$ cat config.mk
export PLATFORM = sky130hd
export DESIGN_NAME = uart_tx_serializer
export DESIGN_NICKNAME = d
export VERILOG_FILES = /design/src/rtl/uart_pkg.sv /design/src/rtl/uart_baud_tick.sv /design/src/rtl/uart_tx_serializer.sv
export SDC_FILE = /design/constraint.sdc
export NUM_CORES = 1
export LEC_CHECK = 0
export ABC_CLOCK_PERIOD_IN_PS = 2300
export BUFFER_PORTS_ARGS = -buffer_cell sky130_fd_sc_hd__buf_4
export CAP_MARGIN = 5
export CORE_ASPECT_RATIO = 1.25
export CORE_MARGIN = 2
export CORE_UTILIZATION = 50
export DETAILED_ROUTE_END_ITERATION = 16
export HOLD_SLACK_MARGIN = 0.12
export PLACE_DENSITY = 0.7
export SKIP_LAST_GASP = 1
export SLEW_MARGIN = 20
export SYNTH_ARGS = -nofsm -noshare
export SYNTH_HDL_FRONTEND = slang
export SYNTH_SLANG_ARGS = --single-unit
$ cat constraint.sdc
create_clock -name clk -period 2.3 [get_ports clk]
set_clock_uncertainty 0.15 [all_clocks]
set_input_delay 0.115 -clock clk [delete_from_list [all_inputs] [get_ports clk]]
set_output_delay 0.115 -clock clk [all_outputs]
set_load 0.02 [all_outputs]
$ cat src/rtl/uart_pkg.sv
// uart_pkg: shared UART FSM state encoding, data width and baud divisor helper
package uart_pkg;
  typedef enum logic [2:0] {IDLE, START, DATA, PARITY, STOP} uart_tx_state_e;
  localparam int DATA_BITS = 8;
  function automatic int calc_div(input int clk_freq, input int baud);
    return clk_freq / baud;
  endfunction
endpackage

$ cat src/rtl/uart_baud_tick.sv
// uart_baud_tick: DIV-cycle counter (clk, active-low async reset, sync clr) emitting a one-cycle tick on count DIV-1
module uart_baud_tick #(
  parameter int DIV = 868
) (
  input  logic clk,
  input  logic reset,
  input  logic clr,
  output logic tick
);
  localparam int W = DIV > 1 ? $clog2(DIV) : 1;
  logic [W-1:0] cnt;
  assign tick = cnt == W'(DIV - 1);
  always_ff @(posedge clk or negedge reset)
    if (!reset) cnt <= '0;
    else cnt <= (clr || tick) ? '0 : cnt + W'(1);
endmodule

$ cat src/rtl/uart_tx_serializer.sv
// uart_tx_serializer: byte-to-line UART TX; s_valid/s_ready/s_data handshake in, registered tx line plus tx_busy/tx_done pulse out
module uart_tx_serializer
  import uart_pkg::*;
#(
  parameter int CLK_FREQ   = 100_000_000,
  parameter int BAUD       = 115_200,
  parameter int PARITY_EN  = 0,
  parameter int PARITY_ODD = 0,
  parameter int STOP_BITS  = 1
) (
  input  logic       clk,
  input  logic       reset,
  input  logic       s_valid,
  input  logic [7:0] s_data,
  output logic       s_ready,
  output logic       tx,
  output logic       tx_busy,
  output logic       tx_done
);
  localparam int DIV = calc_div(CLK_FREQ, BAUD);
  generate
    if (STOP_BITS != 1 && STOP_BITS != 2) begin : g_bad_stop
      $error("uart_tx_serializer: STOP_BITS must be 1 or 2");
    end
  endgenerate
  uart_tx_state_e state, state_n;
  logic [7:0] sh, sh_n;
  logic [2:0] idx, idx_n;
  logic       stop_idx, stop_n, par, par_n, tx_n, rdy_en, tick, last_stop;
  uart_baud_tick #(.DIV(DIV)) u_tick (
    .clk  (clk),
    .reset(reset),
    .clr  (state == IDLE),
    .tick (tick)
  );
  assign s_ready   = state == IDLE && rdy_en;
  assign tx_busy   = state != IDLE;
  assign last_stop = STOP_BITS == 1 || stop_idx;
  assign tx_done   = state == STOP && tick && last_stop;
  always_comb begin
    state_n = state;
    sh_n    = sh;
    idx_n   = idx;
    stop_n  = stop_idx;
    par_n   = par;
    case (state)
      IDLE:
        if (s_valid && s_ready) begin
          state_n = START;
          sh_n    = s_data;
          par_n   = (^s_data) ^ (PARITY_ODD != 0);
        end
      START: state_n = tick ? DATA : START;
      DATA:
        if (tick) begin
          sh_n    = sh >> 1;
          idx_n   = idx + 3'd1;
          state_n = idx == 3'(DATA_BITS - 1) ? (PARITY_EN != 0 ? PARITY : STOP) : DATA;
        end
      PARITY: state_n = tick ? STOP : PARITY;
      STOP:
        if (tick) begin
          stop_n  = last_stop ? 1'b0 : ~stop_idx;
          state_n = last_stop ? IDLE : STOP;
        end
      default: state_n = IDLE;
    endcase
    tx_n = state_n == START ? 1'b0 : state_n == DATA ? sh_n[0] : state_n == PARITY ? par_n : 1'b1;
  end
  always_ff @(posedge clk or negedge reset)
    if (!reset) begin
      state    <= IDLE;
      sh       <= '0;
      idx      <= '0;
      stop_idx <= 1'b0;
      par      <= 1'b0;
      tx       <= 1'b1;
      rdy_en   <= 1'b0;
    end else begin
      state    <= state_n;
      sh       <= sh_n;
      idx      <= idx_n;
      stop_idx <= stop_n;
      par      <= par_n;
      tx       <= tx_n;
      rdy_en   <= 1'b1;
    end
endmodule

==> qor.csv, run 1 <==
stage;metric;value;unit
floorplan;core area;0.00263;mm²
sta;Final Hold Fails;0;
detailed_routing;WL final;2670;µm
cells_and_area;Fillers;216;
detailed_routing;Initial DRC Count;12;
cells_and_area;FF/Latch Area;677;µm²
setup_path;Worst Path Required;2.36;ns
detailed_routing;Initial DRT Pass Iterations;4;
setup_path;Arr. time, crit path;2.26;ns
cells_and_area;commonest non-fill, non-tap cell in the layout;dfrtp_1;
logic_synthesis;Yosys top cell by area;dfrtp_1;
cts;setup bufs post-CTS;0;
detailed_routing;WL/cell;13.9;µm
place;HPWL after DPL;1960;µm
place;port bufs;14;
floorplan;Die W;50.5;µm
setup_path;CP Launch Type;register;
detailed_routing;via count;1033;
floorplan;# rows;21;
cells_and_area;share of layout cells above drive strength 1;0.264;
cts;Clock Latency Late Sink;0.31;ns
cts;TritonCTS clock tree;yes;
logic_synthesis;Cell variety after synth;35;
logic_synthesis;top cells by area, synth;dfrtp_1 (48%), xnor2_1 (7.8%), nand2_1 (5.3%);
setup_path;Bufs and invs on worst path;1;
sta;fin crit period;2.20;ns
cells_and_area;commonest cells after routing, fill and taps aside;dfrtp_1 (26), nand2_1 (19), buf_4 (18), nor2_1 (14), xnor2_1 (12);
floorplan;die height;62.1;µm
cts;total CTS buffers;3;
setup_path;Worst Setup End Kind;register;
grt;first-pass GRT wire length;4440;µm
place;placer's final routability congestion estimate;0.785;
cts;H-tree depth;1;
run;max cap viols;0;
sta;RSZ-0062 raised after global routing;no;
setup_path;CP peak stage delay;0.49;ns
floorplan;initial core utilization;0.513;
sta;Tcrit/Tclk final;0.955;
cts;clock root cell;clkbuf_4;
setup_path;crit path kind;register to register;
setup_path;CP top delay family;simple AND/OR/NAND/NOR gates;
sta;pins over their slew limit;0;
grt;Total Routing Usage GR;0.194;
logic_synthesis;Synth warnings;0;
setup_path;CP Cell Sequence;ha_2 > or4b_4 > nor4_4 > buf_4 > mux2_2;
cts;Clock transition at path regs;0.13;ns
sta;Final Setup Violations;0;
logic_synthesis;top-area cell type share of the netlist area;0.482;
logic_synthesis;register area share after synthesis;0.502;
cells_and_area;Diodes inserted;0;
setup_path;Slowest-stage cell, CP;or4b_4;
grt;initial antenna violation count;0;
cells_and_area;Area growth syn-to-layout;24.4;%
cells_and_area;area of the multi-input gates;658;µm²
outcome;outcome;completed;
floorplan;die area;0.00313;mm²
logic_synthesis;Mapped Avg Cell Area;10.6;µm²
grt;number of global-route vias before repair;1085;
logic_synthesis;Synth Net Count;141;
cts;Max clock buf depth;2;
sta;setup TNS;0;ns
grt;global route overflow;0;
sta;Max Clk Rate;455;MHz
detailed_routing;Detail Route Antenna Nets;0;
logic_synthesis;post-synthesis cell count;127;
pwr;total power;1.17;mW
pwr;leak pwr;0.799;nW
detailed_routing;number of vias per cell;5.35;
setup_path;CP Max Fanout;4;
cts;clk sinks;27;
pwr;Pwr Density;699;mW/mm²
worst_hold_path;Hold Crit Class;input pin to register;
detailed_routing;# DRC;0;
logic_synthesis;FF+latch count, synth;27;
floorplan;io pins;15;
grt;maximum number of pins on one net before global-route repair;27;
pwr;peak supply drop;0.388;mV
cells_and_area;Nets;174;
logic_synthesis;synthesized cell area;0.00135;mm²
-- per-layer routing --
layer | track usage | part of all wire
met3 | 0.0335 | 0.023
met4 | 0.0888 | 0.013
met2 | 0.397 | 0.58
met5 | 0 | 0
met1 | 0.191 | 0.39
-- sequential cells by signal, summed over array words and instances, names as in the netlist --
register / count
tx: 1
rdy_en: 1
state: 3
u_tick.cnt: 10
idx: 3
sh: 8
par: 1
-- report_power, final --
group / internal (mW) / total [mW] / switching, mW / leakage, nW
Clock: 0.0677 / 0.196 / 0.128 / 0.0150
Combinational: 0.168 / 0.326 / 0.157 / 0.437
Sequential: 0.573 / 0.651 / 0.0781 / 0.347
Total: 0.809 / 1.17 / 0.363 / 0.799
-- logic make-up after synthesis --
| group | synth area share |
|---|---|
| adder cells (fa/ha/maj) | 0.0278 |
| buffers and inverters | 0.0167 |
| multiplexers | 0.0167 |
| XOR/XNOR | 0.104 |
| other | 0.00278 |
| flip-flops | 0.502 |
| AO/OA/AOI/OAI | 0.0881 |
| AND/OR/NAND/NOR | 0.242 |
-- cell usage after synthesis (all sizes together) --
cell type and number:
nand3b 1, and3b 1, a22oi 7, and3 4, o21ai 1, a22o 1, dfstp 1, dfrtp 26
nor3b 1, nor4b 1, nor3 1, ha 3, and4 2, inv 2, nor4 1, mux2 2
or4b 1, buf 2, a31o 2, nand3 5, and2 2, nand4 1, nor2 15, conb 1
nor2b 1, or3b 2, a21oi 3, and2b 1, o41ai 1, nand2 19, xnor2 12, xor2 4
-- worst min-delay path: stages --
cell     delay, ns
buf_4         0.07
and3_1        0.35
a21oi_1       0.11
-- cell type report --
cell class	count	area share
Sequential cell	27	0.403
Inverter	2	0.00447
Multi-Input combinational cell	96	0.392
Clock buffer	4	0.0157
Timing Repair Buffer	30	0.159
Tap cell	34	0.0254
-- what timing repair did --
action	in CTS	in global routing
pin swaps	0	1
gates resized for setup	1	2
endpoints found under the hold margin	35	1
endpoints found under the setup margin	1	7
hold buffers	10	1
-- through the flow --
step                      cells  hold WS [ns]  area [µm²]  worst slack [ns]   util
final                       193         0.206        1680             0.105  0.639
after global routing        193         0.225        1680           0.00609  0.639
after CTS                   192         0.122        1660            0.0566  0.632
after detailed placement    178        -0.102        1520            0.0857  0.578
after global placement      178        -0.107        1520             0.139  0.578
after floorplan             127        -0.331        1350             0.181      -
-- worst paths after layout --
| path | start | to | slack, ns | cells after the start |
|---|---|---|---|---|
| worst max-delay path | u_tick.cnt[0] | idx[2] | 0.10 | 5 |
| worst min-delay path | s_valid | par | 0.21 | 3 |
| worst max register to register | u_tick.cnt[0] | idx[2] | 0.10 | 5 |
| worst min register to register | idx[0] | idx[0] | 0.33 | 1 |
| max in group asynchronous | reset | u_tick.cnt[6] | 1.17 | 4 |
| min in group asynchronous | reset | u_tick.cnt[4] | 0.68 | 4 |
Power figures use the tool's default switching activity.
==> inputs of run 2 (changes only) <==
--- a/config.mk
+++ b/config.mk
@@ -5,15 +5,15 @@
 export SDC_FILE = /design/constraint.sdc
 export NUM_CORES = 1
 export LEC_CHECK = 0
-export ABC_CLOCK_PERIOD_IN_PS = 2300
+export ABC_CLOCK_PERIOD_IN_PS = 1870
 export BUFFER_PORTS_ARGS = -buffer_cell sky130_fd_sc_hd__buf_4
 export CAP_MARGIN = 5
 export CORE_ASPECT_RATIO = 1.25
 export CORE_MARGIN = 2
-export CORE_UTILIZATION = 50
+export CORE_UTILIZATION = 39
 export DETAILED_ROUTE_END_ITERATION = 16
 export HOLD_SLACK_MARGIN = 0.12
-export PLACE_DENSITY = 0.7
+export PLACE_DENSITY = 0.59
 export SKIP_LAST_GASP = 1
 export SLEW_MARGIN = 20
 export SYNTH_ARGS = -nofsm -noshare
==> constraint.sdc (replaced) <==
create_clock -name clk -period 1.87 [get_ports clk]
set_clock_uncertainty 0.15 [all_clocks]
set_input_delay 0.0935 -clock clk [delete_from_list [all_inputs] [get_ports clk]]
set_output_delay 0.0935 -clock clk [all_outputs]
set_load 0.02 [all_outputs]
==> run 2 against run 1 <==
Effect of this change:
- the flow now finishes with violations (negative setup slack)
- first-iteration DRC count increased to 2.6 times the previous value
- register-to-register slack got worse by 0.32 ns
- clock-buffer cell count decreased by 1
- clock power increased by 71%
- setup slack got worse by 0.32 ns
- hold slack got worse by 0.054 ns
- design area increased by 16%
- sequential power increased by 21%
==> qor.csv, run 2 (synthesis gave the netlist of run 1 again) <==
stage;metric;value;unit;change
outcome;outcome;complete, but fails checks;;was completed
outcome;violated checks;negative setup slack;;
run;max cap viols;0;;unchanged
sta;Final Hold Fails;0;;unchanged
grt;first-pass GRT wire length;5040;µm;was 4440 µm
cts;clk sinks;27;;unchanged
floorplan;io pins;15;;unchanged
grt;initial antenna violation count;0;;unchanged
detailed_routing;via count;1109;;was 1033
setup_path;CP Cell Sequence;ha_2 > or4b_4 > nor4_4 > buf_4 > a22oi_1 > and3_1 > o21ai_2;;was ha_2 > or4b_4 > nor4_4 > buf_4 > mux2_2
sta;fin crit period;2.08;ns;was 2.20 ns
cells_and_area;Diodes inserted;0;;unchanged
cells_and_area;Fillers;274;;was 216
setup_path;CP peak stage delay;0.49;ns;about the same
detailed_routing;WL/cell;14.2;µm;was 13.9 µm
cells_and_area;Top reg by flops;u_tick.cnt;;unchanged
setup_path;Slowest-stage cell, CP;or4b_4;;unchanged
sta;Final Setup Violations;13;;was 0
sta;Max Clk Rate;481;MHz;was 455 MHz
detailed_routing;Initial DRT Pass Iterations;4;;unchanged
setup_path;CP top delay family;simple AND/OR/NAND/NOR gates;;unchanged
floorplan;die height;69.8;µm;was 62.1 µm
place;HPWL after DPL;2090;µm;was 1960 µm
place;placer's final routability congestion estimate;0.843;;was 0.785
floorplan;core area;0.00325;mm²;was 0.00263 mm²
detailed_routing;Initial DRC Count;31;;was 12
worst_hold_path;Hold Crit Class;input pin to async pin;;was input pin to register
detailed_routing;# DRC;0;;unchanged
place;Setup WS pre-CTS;-0.224;ns;was 0.0857 ns
cts;clock root cell;clkbuf_8;;was clkbuf_4
pwr;peak supply drop;0.500;mV;was 0.388 mV
cts;TritonCTS clock tree;yes;;unchanged
cells_and_area;commonest non-fill, non-tap cell in the layout;buf_4;;was dfrtp_1
setup_path;CP Max Fanout;2;;was 4
grt;number of global-route vias before repair;1117;;was 1085
setup_path;CP Launch Type;register;;unchanged
setup_path;Worst Path Required;1.94;ns;was 2.36 ns
floorplan;initial core utilization;0.415;;was 0.513
grt;global route overflow;0;;unchanged
pwr;leak pwr;0.928;nW;was 0.799 nW
setup_path;crit path kind;register to register;;unchanged
grt;Total Routing Usage GR;0.164;;was 0.194
setup_path;Bufs and invs on worst path;1;;unchanged
sta;Tcrit/Tclk final;1.11;;was 0.955
cts;H-tree depth;1;;unchanged
place;port bufs;14;;unchanged
cells_and_area;commonest cells after routing, fill and taps aside;buf_4 (35), dfrtp_1 (26), nand2_1 (19), nor2_1 (13), xnor2_1 (12);;was dfrtp_1 (26), nand2_1 (19), buf_4 (18), nor2_1 (14), xnor2_1 (12)
grt;maximum number of pins on one net before global-route repair;27;;unchanged
cts;total CTS buffers;3;;unchanged
sta;final worst setup slack;-0.211;ns;was 0.105 ns
cells_and_area;Nets;194;;was 174
cells_and_area;Area growth syn-to-layout;44.1;%;was 24.4%
floorplan;Die W;56.6;µm;was 50.5 µm
sta;final hold slack;0.153;ns;was 0.206 ns
cts;Max clock buf depth;2;;unchanged
detailed_routing;Detail Route Antenna Nets;0;;unchanged
detailed_routing;WL final;3070;µm;was 2670 µm
setup_path;Worst Setup End Kind;register;;unchanged
cells_and_area;area of the multi-input gates;733;µm²;was 658 µm²
cells_and_area;leading registers by flop count;u_tick.cnt x10, sh x8;;unchanged
floorplan;# rows;23;;was 21
setup_path;Arr. time, crit path;2.15;ns;was 2.26 ns
cells_and_area;share of layout cells above drive strength 1;0.408;;was 0.264
pwr;Pwr Density;875;mW/mm²;was 699 mW/mm²
cells_and_area;max reg flops;10;;unchanged
cts;Clock Latency Late Sink;0.28;ns;was 0.31 ns
cells_and_area;final core occ;0.598;;was 0.639
sta;RSZ-0062 raised after global routing;yes;;was no
cells_and_area;FF/Latch Area;677;µm²;unchanged
cts;Clock transition at path regs;0.10;ns;was 0.13 ns
floorplan;die area;0.00395;mm²;was 0.00313 mm²
sta;pins over their slew limit;0;;unchanged
detailed_routing;number of vias per cell;5.13;;was 5.35
-- run 2: report_power, final --
group | switching (mW) | internal, mW
clock network | 0.187 | 0.150
logic | 0.250 | 0.324
registers | 0.0837 | 0.706
total | 0.521 | 1.18
-- run 2: cell type report --
type                    instances  area share
flip-flops and latches         27       0.348
inverters                       2     0.00386
well taps                      37      0.0238
repair buffers                 50       0.223
clock inverters                 1     0.00258
multi-input cells              96       0.377
clock buffers                   3      0.0212
-- run 2: tightest hold or removal path: stages --
cell           delay [ns]
dlygate4sd3_1        0.52
buf_4                0.13
buf_12               0.18
-- run 2: path summary, 6_finish.rpt --
| path | cells after the start | slack, ns | to | startpoint |
|---|---|---|---|---|
| worst max-delay path | 7 | -0.21 | tx | u_tick.cnt[1] |
| worst min-delay path | 3 | 0.15 | u_tick.cnt[1] | reset |
| worst max register to register | 7 | -0.21 | tx | u_tick.cnt[1] |
| worst min register to register | 2 | 0.34 | sh[1] | sh[1] |
| max in group asynchronous | 3 | 1.26 | u_tick.cnt[2] | reset |
| min in group clk | 4 | 0.20 | par | s_valid |
-- run 2: metal layers --
layer / GRT usage / share of wire / vias up
met5: 0 / 0 / -
met3: 0.0224 / 0.024 / 5
met2: 0.284 / 0.55 / 18
li1: - / - / 538
met4: 0.0635 / 0.017 / 0
met1: 0.202 / 0.41 / 548
-- run 2: stage by stage --
step           total power, mW  cells  TNS, ns  cell area, µm²
2_1_floorplan             1.04    127   -0.839            1360
3_3_place_gp              1.28    196    -1.35            1650
3_5_place_dp              1.29    196    -1.81            1650
4_1_cts                   1.67    213    -1.93            1840
5_1_grt                   1.81    216    -3.07            1940
6_report                  1.70    216    -1.69            1940
-- run 2: what timing repair did --
action                                  CTS  global route
gates resized for setup                   4            16
setup buffers                             3             3
pin swaps                                 0            13
endpoints found under the hold margin    36             0
endpoints found under the setup margin   13            21
hold buffers                             10             0
